## src/rtl/instr_sequencer_if.sv

```systemverilog
// Instruction-stream interface between the program loader/controller and instr_sequencer.
// slave = the sequencer side; master = whoever loads the store and controls the run.
interface instr_sequencer_if #(
  parameter int INSTR_WIDTH = 20,
  parameter int PC_BITS     = 5
);
  logic                   load_en;
  logic [PC_BITS-1:0]     load_addr;
  logic [INSTR_WIDTH-1:0] load_data;
  logic                   start;
  logic                   stall;
  logic [INSTR_WIDTH-1:0] instruction;
  logic                   instr_valid;
  logic [PC_BITS-1:0]     pc;
  logic                   busy;
  logic                   done;

  modport master (
    output load_en, load_addr, load_data, start, stall,
    input  instruction, instr_valid, pc, busy, done
  );

  modport slave (
    input  load_en, load_addr, load_data, start, stall,
    output instruction, instr_valid, pc, busy, done
  );
endinterface

```

## src/rtl/instr_sequencer.sv

```systemverilog
// Program store + PC feeding one instruction word per clock to simple_cpu.
// Optional macro INSTR_SEQ_LOOP_EN: halt/end-of-store wraps and keeps running, pulsing done per pass.
module instr_sequencer #(
  parameter int                     INSTR_WIDTH = 20,
  parameter int                     PC_BITS     = 5,
  parameter logic [INSTR_WIDTH-1:0] HALT_WORD   = {INSTR_WIDTH{1'b1}},
  parameter logic [INSTR_WIDTH-1:0] NOP_WORD    = {INSTR_WIDTH{1'b0}}
) (
  input logic              clk,
  input logic              rst,
  instr_sequencer_if.slave bus
);
  localparam int                 DEPTH  = 2 ** PC_BITS;
  localparam logic [PC_BITS-1:0] PC_MAX = {PC_BITS{1'b1}};

  typedef enum logic [1:0] {IDLE, RUN, DONE} state_t;

  state_t                 state, state_n;
  logic [PC_BITS-1:0]     pc_q, pc_n;
  logic [INSTR_WIDTH-1:0] instr_q, instr_n;
  logic                   vld_q, vld_n;
  logic                   busy_q, busy_n;
  logic                   done_q, done_n;
  logic [INSTR_WIDTH-1:0] mem [DEPTH];
  logic [INSTR_WIDTH-1:0] rd_word;

  assign rd_word = mem[pc_q];

  // Store has no reset so a program survives rst; writes are locked out while running.
  always_ff @(posedge clk) begin
    if (bus.load_en && state != RUN)
      mem[bus.load_addr] <= bus.load_data;
  end

  always_ff @(posedge clk) begin
    if (rst) begin
      state   <= IDLE;
      pc_q    <= '0;
      instr_q <= NOP_WORD;
      vld_q   <= 1'b0;
      busy_q  <= 1'b0;
      done_q  <= 1'b0;
    end else begin
      state   <= state_n;
      pc_q    <= pc_n;
      instr_q <= instr_n;
      vld_q   <= vld_n;
      busy_q  <= busy_n;
      done_q  <= done_n;
    end
  end

  always_comb begin
    state_n = state;
    pc_n    = pc_q;
    instr_n = NOP_WORD;
    vld_n   = 1'b0;
    busy_n  = busy_q;
    done_n  = done_q;
    case (state)
      IDLE, DONE: begin
        if (bus.start && !bus.load_en) begin
          state_n = RUN;
          pc_n    = '0;
          busy_n  = 1'b1;
          done_n  = 1'b0;
        end
      end
      RUN: begin
`ifdef INSTR_SEQ_LOOP_EN
        done_n = 1'b0;
`endif
        if (bus.stall) begin
          // hold pc, NOP already defaulted
        end else if (rd_word == HALT_WORD) begin
`ifdef INSTR_SEQ_LOOP_EN
          pc_n    = '0;
          done_n  = 1'b1;
`else
          state_n = DONE;
          busy_n  = 1'b0;
          done_n  = 1'b1;
`endif
        end else begin
          instr_n = rd_word;
          vld_n   = 1'b1;
          pc_n    = pc_q + 1'b1;
          // Last word of the store is an implicit halt; pc wraps to 0 either way.
          if (pc_q == PC_MAX) begin
`ifdef INSTR_SEQ_LOOP_EN
            done_n  = 1'b1;
`else
            state_n = DONE;
            busy_n  = 1'b0;
            done_n  = 1'b1;
`endif
          end
        end
      end
      default: state_n = IDLE;
    endcase
  end

  assign bus.instruction = instr_q;
  assign bus.instr_valid = vld_q;
  assign bus.pc          = pc_q;
  assign bus.busy        = busy_q;
  assign bus.done        = done_q;
endmodule

```

## src/flat_wrapper.sv

```systemverilog
// flat-port wrapper written by rule: the top's interface ports become plain ports
module instr_sequencer_flat 
#(
  parameter int                     INSTR_WIDTH = 20,
  parameter int                     PC_BITS     = 5,
  parameter logic [INSTR_WIDTH-1:0] HALT_WORD   = {INSTR_WIDTH{1'b1}},
  parameter logic [INSTR_WIDTH-1:0] NOP_WORD    = {INSTR_WIDTH{1'b0}}
)
  (clk, rst, bus_load_en, bus_load_addr, bus_load_data, bus_start, bus_stall, bus_instruction, bus_instr_valid, bus_pc, bus_busy, bus_done);
  instr_sequencer_if #(.INSTR_WIDTH(INSTR_WIDTH), .PC_BITS(PC_BITS)) bus_i ();
  input logic clk;
  input logic rst;
  input wire logic [$bits(bus_i.load_en)-1:0] bus_load_en;
  input wire logic [$bits(bus_i.load_addr)-1:0] bus_load_addr;
  input wire logic [$bits(bus_i.load_data)-1:0] bus_load_data;
  input wire logic [$bits(bus_i.start)-1:0] bus_start;
  input wire logic [$bits(bus_i.stall)-1:0] bus_stall;
  output wire logic [$bits(bus_i.instruction)-1:0] bus_instruction;
  output wire logic [$bits(bus_i.instr_valid)-1:0] bus_instr_valid;
  output wire logic [$bits(bus_i.pc)-1:0] bus_pc;
  output wire logic [$bits(bus_i.busy)-1:0] bus_busy;
  output wire logic [$bits(bus_i.done)-1:0] bus_done;
  assign bus_i.load_en = bus_load_en;
  assign bus_i.load_addr = bus_load_addr;
  assign bus_i.load_data = bus_load_data;
  assign bus_i.start = bus_start;
  assign bus_i.stall = bus_stall;
  assign bus_instruction = bus_i.instruction;
  assign bus_instr_valid = bus_i.instr_valid;
  assign bus_pc = bus_i.pc;
  assign bus_busy = bus_i.busy;
  assign bus_done = bus_i.done;
  instr_sequencer #(.INSTR_WIDTH(INSTR_WIDTH), .PC_BITS(PC_BITS), .HALT_WORD(HALT_WORD), .NOP_WORD(NOP_WORD)) u_core (.clk(clk), .rst(rst), .bus(bus_i));
endmodule
```

## config.mk

```make
export PLATFORM = sky130hd
export DESIGN_NAME = instr_sequencer_flat
export DESIGN_NICKNAME = d
export VERILOG_FILES = /design/src/rtl/instr_sequencer_if.sv /design/src/rtl/instr_sequencer.sv /design/src/flat_wrapper.sv
export SDC_FILE = /design/constraint.sdc
export NUM_CORES = 1
export LEC_CHECK = 0
export BUFFER_PORTS_ARGS = -buffer_cell sky130_fd_sc_hd__buf_2
export CAP_MARGIN = 25
export CORE_MARGIN = 3
export CORE_UTILIZATION = 50
export DETAILED_ROUTE_END_ITERATION = 8
export GPL_TIMING_DRIVEN = 0
export PLACE_DENSITY = 0.76
export RECOVER_POWER = 100
export REMOVE_ABC_BUFFERS = 1
export SYNTH_ARGS = -nofsm -noshare
export SYNTH_HDL_FRONTEND = slang
export SYNTH_SLANG_ARGS = --single-unit
```

## constraint.sdc

```tcl
create_clock -name clk -period 6.8 [get_ports clk]
set_input_delay 1.36 -clock clk [delete_from_list [all_inputs] [get_ports clk]]
set_output_delay 1.36 -clock clk [all_outputs]
set_load 0.02 [all_outputs]
```

==> metrics.cfg, run 1 <==
[status]
status = complete, but fails checks
violations = max-capacitance violations, max-slew violations

[clock_network]
post_cts_buffers = 0
cts_sinks = 675
post_cts_resized = 0
clockBufferDepth = 3
clk_pin_slew_ns = 0.06
cts_buffers = 67
postCtsHoldBufs = 0
clock_latency_ns = 0.58
htreeDepth = 3
root_buffer = clkbuf_16
cts_tree = yes

[timing]
final-hold-violation-count = 0
worst_pin_slew_ns = 2.78
min_period_ns = 5.45
finalSetupViolations = 0
slew_headroom_pct = -85.8
fin_skew_ns = 0.0165
finalWorstSetupSlack_ns = 1.35
grt_setup_unrepaired = no
period_share_pct = 80.1
fmax_mhz = 184
slew_violations = 516

[synth]
yosysTopAreaCellShare_pct = 73.6
ys_ff_latch = 675
ys_types = 52
synth_top_area_cell = edfxtp_1
yosysMostFrequentCell = edfxtp_1
synth_flop_cell = edfxtp_1
avgSynthCellArea_sq_um = 20.5
netlist_instances = 1276
synth-edff-count = 640
synth_area_sq_um = 26100
ys_seq_area_share_pct = 76.3
asyncSetResetFlopFracSynth_pct = 0
ys_warn_count = 0
synth_area_leaders = edfxtp_1 (74%), mux4_2 (8.6%), mux2i_1 (4.9%)
synth_common_cells = edfxtp_1 (640), mux2i_1 (127), mux4_2 (100)

[placed_design]
routabilityCongestion = 0.777
port_buffers = 57
dp_cells = 1963
hpwlAfterDp_microns = 31300
pre_cts_ws_ns = 1.73

[worst_setup_path]
critPathBufInv = 4
rr_worst_depth = 13
cp.arrival_ns = 5.91
crit_path_top_delay_cell = nor4_1
crit_path_start_kind = flip-flop
path_max_fanout = 45
path_cells = buf_16 > buf_16 > buf_16 > mux4_1 > mux4_2 > nor2b_1 > a211oi_1 > nand4_1 > nor4_1 > a21oi_4 > nand2_1 > inv_1 > mux2_2
cpMostUsedCell = buf_16
crit_cells = 13
worstSetupPathType = flip-flop to flip-flop
end_kind = flip-flop
cp_top_family = simple AND/OR/NAND/NOR gates
worstPathRequired_ns = 7.27
cp_slowest_stage_delay_ns = 0.89

[floorplanning]
boundaryPins = 58
die_height_microns = 235
die-area_sq_um = 55000
initial_core_util_pct = 50.7
core_region_area_sq_um = 51500
die_w_microns = 235
rows = 83

[hold_path]
hp-class = flip-flop to flip-flop
hold_path_depth = 2

[global_route]
gr-total-overflow = 0
grt_pass1_wl_microns = 85100
grt_pass1_vias = 13000
grt_max_degree = 57
antenna_found_initial = 6
grt_use_total_pct = 21.5

[drt]
viasPerCell = 6.26
vias = 13100
wl_microns = 57900
drt_first_pass_iters = 6
remaining_drc_errors = 0
ant_nets = 0
drtIter0Drc = 1684
wl_per_cell_microns = 27.7

[job]
drv_cap = 24

[final_layout]
register_area_sq_um = 19900
fin_nets = 1385
instances_no_fill = 2088
areaGrowthSynthToFinish_pct = 12.0
multi_input_area_sq_um = 5670
drive_above_1_share_pct = 17.0
fill_cells = 3718

[power_and_ir_drop]
worst_ir_drop_vdd_uv = 195
p_per_area_nw_per_um2 = 296
power.leakage_nw = 8.87

[logic make-up after synthesis]
group,Yosys count,share of synthesized area [%]
compound gates,98,2.83
fa+ha+maj,2,0.0958
buf+inv,74,2.01
flops,675,76.3
mux,252,15.4
simple gates,175,3.35
[report_power, final]
group / internal (W) / switching, W / leakage (nW)
combinational: 0.0000903 / 0.000158 / 1.71
clock: 0.00230 / 0.00150 / 1.12
sequential: 0.00458 / 0.0000156 / 6.05
total: 0.00697 / 0.00168 / 8.87
[layout by cell type, fill, tap and decap left out, drive strengths merged, types with 13 or more instances in the layout]
cell and count:
nand3 34, edfxtp 640, mux2i 127, mux4 115, nand2 27, and3 13, a22oi 55, nor2 57
nor2b 15, dfxtp 35, clkbuf 146, buf 18, clkinv 22
[flip-flops by register name, indices dropped and copies added, names as in the netlist, named ones only]
| register | cells |
|---|---|
| u_core.bus.instr_valid | 1 |
| u_core.state | 2 |
| u_core.bus.instruction | 20 |
| u_core.bus.done | 1 |
| u_core.mem | 640 |
| u_core.bus.busy | 1 |
| u_core.bus.pc | 5 |
[per-layer routing]
layer  part of all wire (%)  global-route usage, %  up-vias
li1                       -                      -     5419
met4                    2.8                   8.33       10
met1                     41                   30.9     6788
met3                    9.4                   4.51      133
met2                     47                   32.6      719
met5                   0.10                      0        -
[path summary, 6_finish.rpt]
kind / slack [ns] / endpoint / startpoint
worst min-delay path: 0.48 / u_core.bus.busy / u_core.bus.busy
worst max-delay path: 1.35 / flip-flop / flip-flop
worst min register to register: 0.48 / u_core.bus.busy / u_core.bus.busy
worst max register to register: 1.35 / flip-flop / flip-flop
[metrics by stage]
| stage | util (%) | cell area [sq um] | power, W | setup TNS [ns] | hold slack, ns |
|---|---|---|---|---|---|
| finish | 56.8 | 29300 | 0.00865 | 0 | 0.476 |
| CTS | 57.6 | 29700 | 0.00870 | 0 | 0.476 |
| global route | 56.8 | 29300 | 0.00888 | 0 | 0.516 |
| detailed placement | 53.1 | 27400 | 0.00494 | 0 | 0.467 |
| floorplan | - | 25600 | 0.00486 | -135.05 | 0.526 |
| global placement | 51.9 | 26700 | 0.00498 | -277.69 | 0.465 |
[worst register-to-register path: stages, from the launching register on]
cell	delay, ns
dfxtp_4	0.84
buf_16	0.37
buf_16	0.34
buf_16	0.35
mux4_1	0.36
mux4_2	0.33
nor2b_1	0.08
a211oi_1	0.35
nand4_1	0.22
nor4_1	0.89
a21oi_4	0.28
nand2_1	0.43
inv_1	0.21
mux2_2	0.30
[layout make-up]
| cell class | count | area share, % |
|---|---|---|
| antenna | 2 | 0.0171 |
| clock buffer | 88 | 6.57 |
| multi-input combinational | 527 | 19.4 |
| inverter | 6 | 0.0770 |
| tap | 680 | 2.91 |
| timing repair buffer | 76 | 1.63 |
| sequential | 675 | 68.1 |
| clock inverter | 34 | 1.28 |
(Power assumes the default switching activity.)
==> run 2, diff against run 1 <==
ABC_AREA = 1   (was not set)
PLACE_DENSITY = 0.78   (was 0.76)
clock period = 4.9 ns   (was 6.8 ns; I/O delays follow)
==> metrics.cfg, run 2 <==
[status]
status = complete, but fails checks
violations = max-capacitance violations, max-slew violations

[clock_network]
clock_latency_ns = 0.60
clk_pin_slew_ns = 0.06
cts_sinks = 675
cts_buffers = 69
htreeDepth = 3
clockBufferDepth = 3
cts_tree = yes
root_buffer = clkbuf_16
postCtsHoldBufs = 0

[hold_path]
hold_path_depth = 2
hp-class = flip-flop to flip-flop

[placed_design]
port_buffers = 57
dpl_cell_area_sq_um = 28600
routabilityCongestion = 0.783
pre_cts_ws_ns = -0.695
hpwlAfterDp_microns = 37700

[drt]
ant_nets = 0
viasPerCell = 6.00
drtIter0Drc = 2575
vias = 18700
remaining_drc_errors = 0
wl_per_cell_microns = 22.2
drt_first_pass_iters = 6
wl_microns = 69100

[synth]
yosysMostFrequentCell = nand2_1
synth_top_area_cell = edfxtp_1
ys_warn_count = 0
synth_area_leaders = edfxtp_1 (71%), nand2_1 (12%), nand3_1 (9.7%)
ys_ff_latch = 675
synth_area_sq_um = 27100
asyncSetResetFlopFracSynth_pct = 0
ys_types = 22
yosysTopAreaCellShare_pct = 70.8
synth-edff-count = 640
synth_common_cells = nand2_1 (867), edfxtp_1 (640), nand3_1 (525)
synth_flop_cell = edfxtp_1
avgSynthCellArea_sq_um = 11.6
ys_seq_area_share_pct = 73.4
netlist_instances = 2330

[worst_setup_path]
worstPathRequired_ns = 5.36
path_max_fanout = 132
rr_worst_depth = 19
cp.arrival_ns = 5.13
crit_path_start_kind = flip-flop
worstSetupPathType = flip-flop to flip-flop
end_kind = flip-flop

[final_layout]
largest_register = u_core.mem
fill_cells = 4045
drive_above_1_share_pct = 5.20
multi_input_area_sq_um = 6310
fin_nets = 2402
final_common_cell = nand2_1
largest_reg_flops = 640
areaGrowthSynthToFinish_pct = 11.0
final_cell_mix = nand2_1 (867), edfxtp_1 (640), nand3_1 (526)
finalInstanceArea_sq_um = 30100
register_area_sq_um = 19900

[timing]
slew_headroom_pct = -5.55
fmax_mhz = 214
grt_setup_unrepaired = no
holdWs_ns = 0.449
finalWorstSetupSlack_ns = 0.233
min_period_ns = 4.67
worst_pin_slew_ns = 1.58
period_share_pct = 95.2
slew_violations = 197
fin_skew_ns = 0.0150
finalSetupViolations = 0
final-hold-violation-count = 0

[power_and_ir_drop]
worst_ir_drop_vdd_uv = 251
p_per_area_nw_per_um2 = 434
power.leakage_nw = 10.8

[floorplanning]
die_height_microns = 239
core_region_area_sq_um = 53100
rows = 84
die_w_microns = 239
boundaryPins = 58
initial_core_util_pct = 51.1
die-area_sq_um = 57100

[job]
drv_cap = 6

[global_route]
grt_use_total_pct = 23.7
antenna_found_initial = 6
grt_max_degree = 191
grt_pass1_wl_microns = 103000
gr-total-overflow = 0
grt_pass1_vias = 18000

run 2: area by class of cell:
type                    instances  area share (%)
clock inverters                33           0.910
well taps                     688            2.86
flip-flops and latches        675            66.2
diodes                          2          0.0166
inverters                      24           0.366
repair buffers                107            2.46
multi-input cells            1493            21.0
clock buffers                  91            6.25
run 2: repair_timing:
action	in CTS	in global routing
pin swaps	1	0
cloned	1	1
buffers inserted	4	1
gates resized for setup	0	1
endpoints found under the setup margin	21	35
endpoints found under the hold margin	0	0
run 2: per-layer routing:
metal | track usage [%] | vias to the layer above | share of wire [%]
li1 | - | 8204 | -
met4 | 12.1 | 8 | 4.8
met3 | 5.06 | 256 | 11
met5 | 0 | - | 0.080
met2 | 38.3 | 1218 | 48
met1 | 30.5 | 8985 | 36
run 2: power by group:
part	internal (W)	switching, W
Clock	0.00292	0.00211
Sequential	0.00638	0.0000748
Combinational	0.000434	0.00117
run 2: worst paths after layout:
check        slack [ns]             from                   endpoint
min                0.45  u_core.bus.busy            u_core.bus.busy
max reg2reg        0.23        flip-flop  u_core.bus.instruction[0]
min reg2reg        0.45  u_core.bus.busy            u_core.bus.busy
max                0.23        flip-flop  u_core.bus.instruction[0]
run 2: cells by family after synthesis:
logic type / share of synthesized area [%]
simple gates: 22.9
flops: 73.4
buf+inv: 3.32
compound gates: 0.258
fa+ha+maj: 0.0922
run 2: worst max-delay path, cell delays in order (launching register included):
cell and delay [ns]:
dfxtp_4 0.51, buf_16 0.30, buf_16 0.26, inv_12 0.47
buf_16 0.41, nand2_1 0.10, nand3_1 0.09, nand3_1 0.10
nand2_1 0.14, nand2_1 0.08, nand3_1 0.18, nand2_1 0.22
nor2_1 0.14, nand2_1 0.06, nor2_1 0.17, nand3_1 0.37
nand4_1 0.22, buf_4 0.17, clkbuf_2 0.25, nor2_1 0.09
run 2: stage by stage:
stage / total power (W) / utilization [%] / TNS, ns / instances
floorplan: 0.00757 / - / -198.99 / 2191
global placement: 0.00817 / 51.8 / -435.23 / 2936
detailed placement: 0.00811 / 53.8 / -9.25 / 2980
CTS: 0.0131 / 58.0 / 0 / 3109
global route: 0.0135 / 56.7 / 0 / 3111
finish: 0.0131 / 56.7 / 0 / 3113
==> run 3, diff against run 2 <==
RECOVER_POWER = 50   (was 100)
==> metrics.cfg, run 3 (synthesis gave the netlist of run 2 again) <==
[timing]
fmax_mhz = 227
fin_skew_ns = 0.0156
worst_pin_slew_ns = 1.57
finalWorstSetupSlack_ns = 0.486
fin_tns_setup_ns = 0
grt_setup_unrepaired = no
min_period_ns = 4.41
finalSetupViolations = 0
slew_headroom_pct = -4.84
period_share_pct = 90.1
slew_violations = 164
final-hold-violation-count = 0

[final_layout]
finish.utilization_pct = 58.0
final_cell_mix = nand2_1 (867), edfxtp_1 (640), nand3_1 (525)
final_common_cell = nand2_1
multi_input_area_sq_um = 6400
areaGrowthSynthToFinish_pct = 13.4
drive_above_1_share_pct = 7.84
fill_cells = 3929
fin_nets = 2402
register_area_sq_um = 19900
largest_reg_flops = 640
largest_register = u_core.mem
instances_no_fill = 3113

[global_route]
grt_use_total_pct = 23.7
gr-total-overflow = 0
grt_pass1_wl_microns = 103000
grt_pass1_vias = 18000
grt_max_degree = 191
antenna_found_initial = 6

[worst_setup_path]
cp_top_family = simple AND/OR/NAND/NOR gates
worstPathRequired_ns = 5.38
path_max_fanout = 132
end_kind = flip-flop
critPathBufInv = 4
crit_path_top_delay_cell = dfxtp_4
cp.arrival_ns = 4.89
cp_slowest_stage_delay_ns = 0.50
path_cells = buf_16 > buf_16 > inv_12 > buf_16 > nand2_1 > nand3_1 > nand3_1 > nand2_1 > nand2_1 > nand3_1 > nand2_1 > nor2_1 > nand2_1 > nor2_1 > nand3_2 > nand2_1 > nand2_2 > a21oi_1 > nor2_1
worstSetupPathType = flip-flop to flip-flop
crit_path_start_kind = flip-flop
cpMostUsedCell = nand2_1

[placed_design]
dp_cells = 2980
pre_cts_ws_ns = -0.695
routabilityCongestion = 0.783
hpwlAfterDp_microns = 37700
port_buffers = 57

[drt]
vias = 18600
drtIter0Drc = 2538
viasPerCell = 5.98
ant_nets = 0
wl_microns = 68900
wl_per_cell_microns = 22.1
drt_first_pass_iters = 5
remaining_drc_errors = 0

[clock_network]
postCtsHoldBufs = 0
cts_sinks = 675
htreeDepth = 3
cts_tree = yes
clockBufferDepth = 3
clock_latency_ns = 0.60
cts_buffers = 69
root_buffer = clkbuf_16
clk_pin_slew_ns = 0.06

[floorplanning]
boundaryPins = 58
die-area_sq_um = 57100
die_w_microns = 239
initial_core_util_pct = 51.1
rows = 84
die_height_microns = 239
core_region_area_sq_um = 53100

[hold_path]
hp-class = flip-flop to flip-flop

[status]
status = complete, but fails checks
violations = max-capacitance violations, max-slew violations

[power_and_ir_drop]
worst_ir_drop_vdd_uv = 252
total_power_w = 0.0131
power.leakage_nw = 11.1
p_per_area_nw_per_um2 = 426

[job]
drv_cap = 6

-- run 3: cell count changes in the layout (fill, tap and decap cells not counted) --
| cell | change |
|---|---|
| clkbuf_1 | -32 |
| buf_8 | +17 |
| nor2_1 | -31 |
| nand3_1 | -1 |
| nor2_2 | +31 |
| buf_16 | +15 |
| clkbuf_2 | -1 |
| buf_12 | +1 |
| nand3_2 | +1 |
-- run 3: what timing repair did --
action,in CTS,in global routing
pin swaps,1,0
buffers inserted,4,1
gates resized for setup,0,1
endpoints found under the setup margin,21,35
gates cloned,1,1
-- run 3: area by class of cell --
cell class | count | area share (%)
well taps | 688 | 2.80
clock buffers | 91 | 6.12
flip-flops and latches | 675 | 64.8
multi-input cells | 1493 | 20.8
diodes | 2 | 0.0163
repair buffers | 107 | 4.24
clock inverters | 33 | 0.891
inverters | 24 | 0.358
-- run 3: stage by stage --
step	hold slack (ns)	instance area, sq um
floorplan	0.433	26300
global placement	0.429	27500
detailed placement	0.442	28600
CTS	0.451	30800
global route	0.467	30800
finish	0.449	30800
-- run 3: metal layers --
metal	GRT usage [%]	up-vias	share of wire (%)
li1	-	8211	-
met5	0	-	0.080
met2	38.3	1243	48
met3	5.06	239	12
met4	12.1	8	4.5
met1	30.5	8922	36
-- run 3: path summary, 6_finish.rpt --
kind / from / slack (ns) / depth (start not counted) / end
worst max-delay path: flip-flop / 0.49 / 19 / u_core.bus.pc[2]
worst min-delay path: u_core.bus.busy / 0.45 / 2 / u_core.bus.busy
worst max register to register: flip-flop / 0.49 / 19 / u_core.bus.pc[2]
worst min register to register: u_core.bus.busy / 0.45 / 2 / u_core.bus.busy
-- run 3: where the power goes --
group	switching (W)	internal, W	total, W
registers	0.0000749	0.00637	0.00645
logic	0.00117	0.000444	0.00161
clock network	0.00212	0.00292	0.00503
total	0.00336	0.00973	0.0131
-- run 3: tightest hold or removal path: stages (launching register included) --
cell and delay (ns):
dfxtp_1 0.30, inv_1 0.05, a21oi_1 0.05
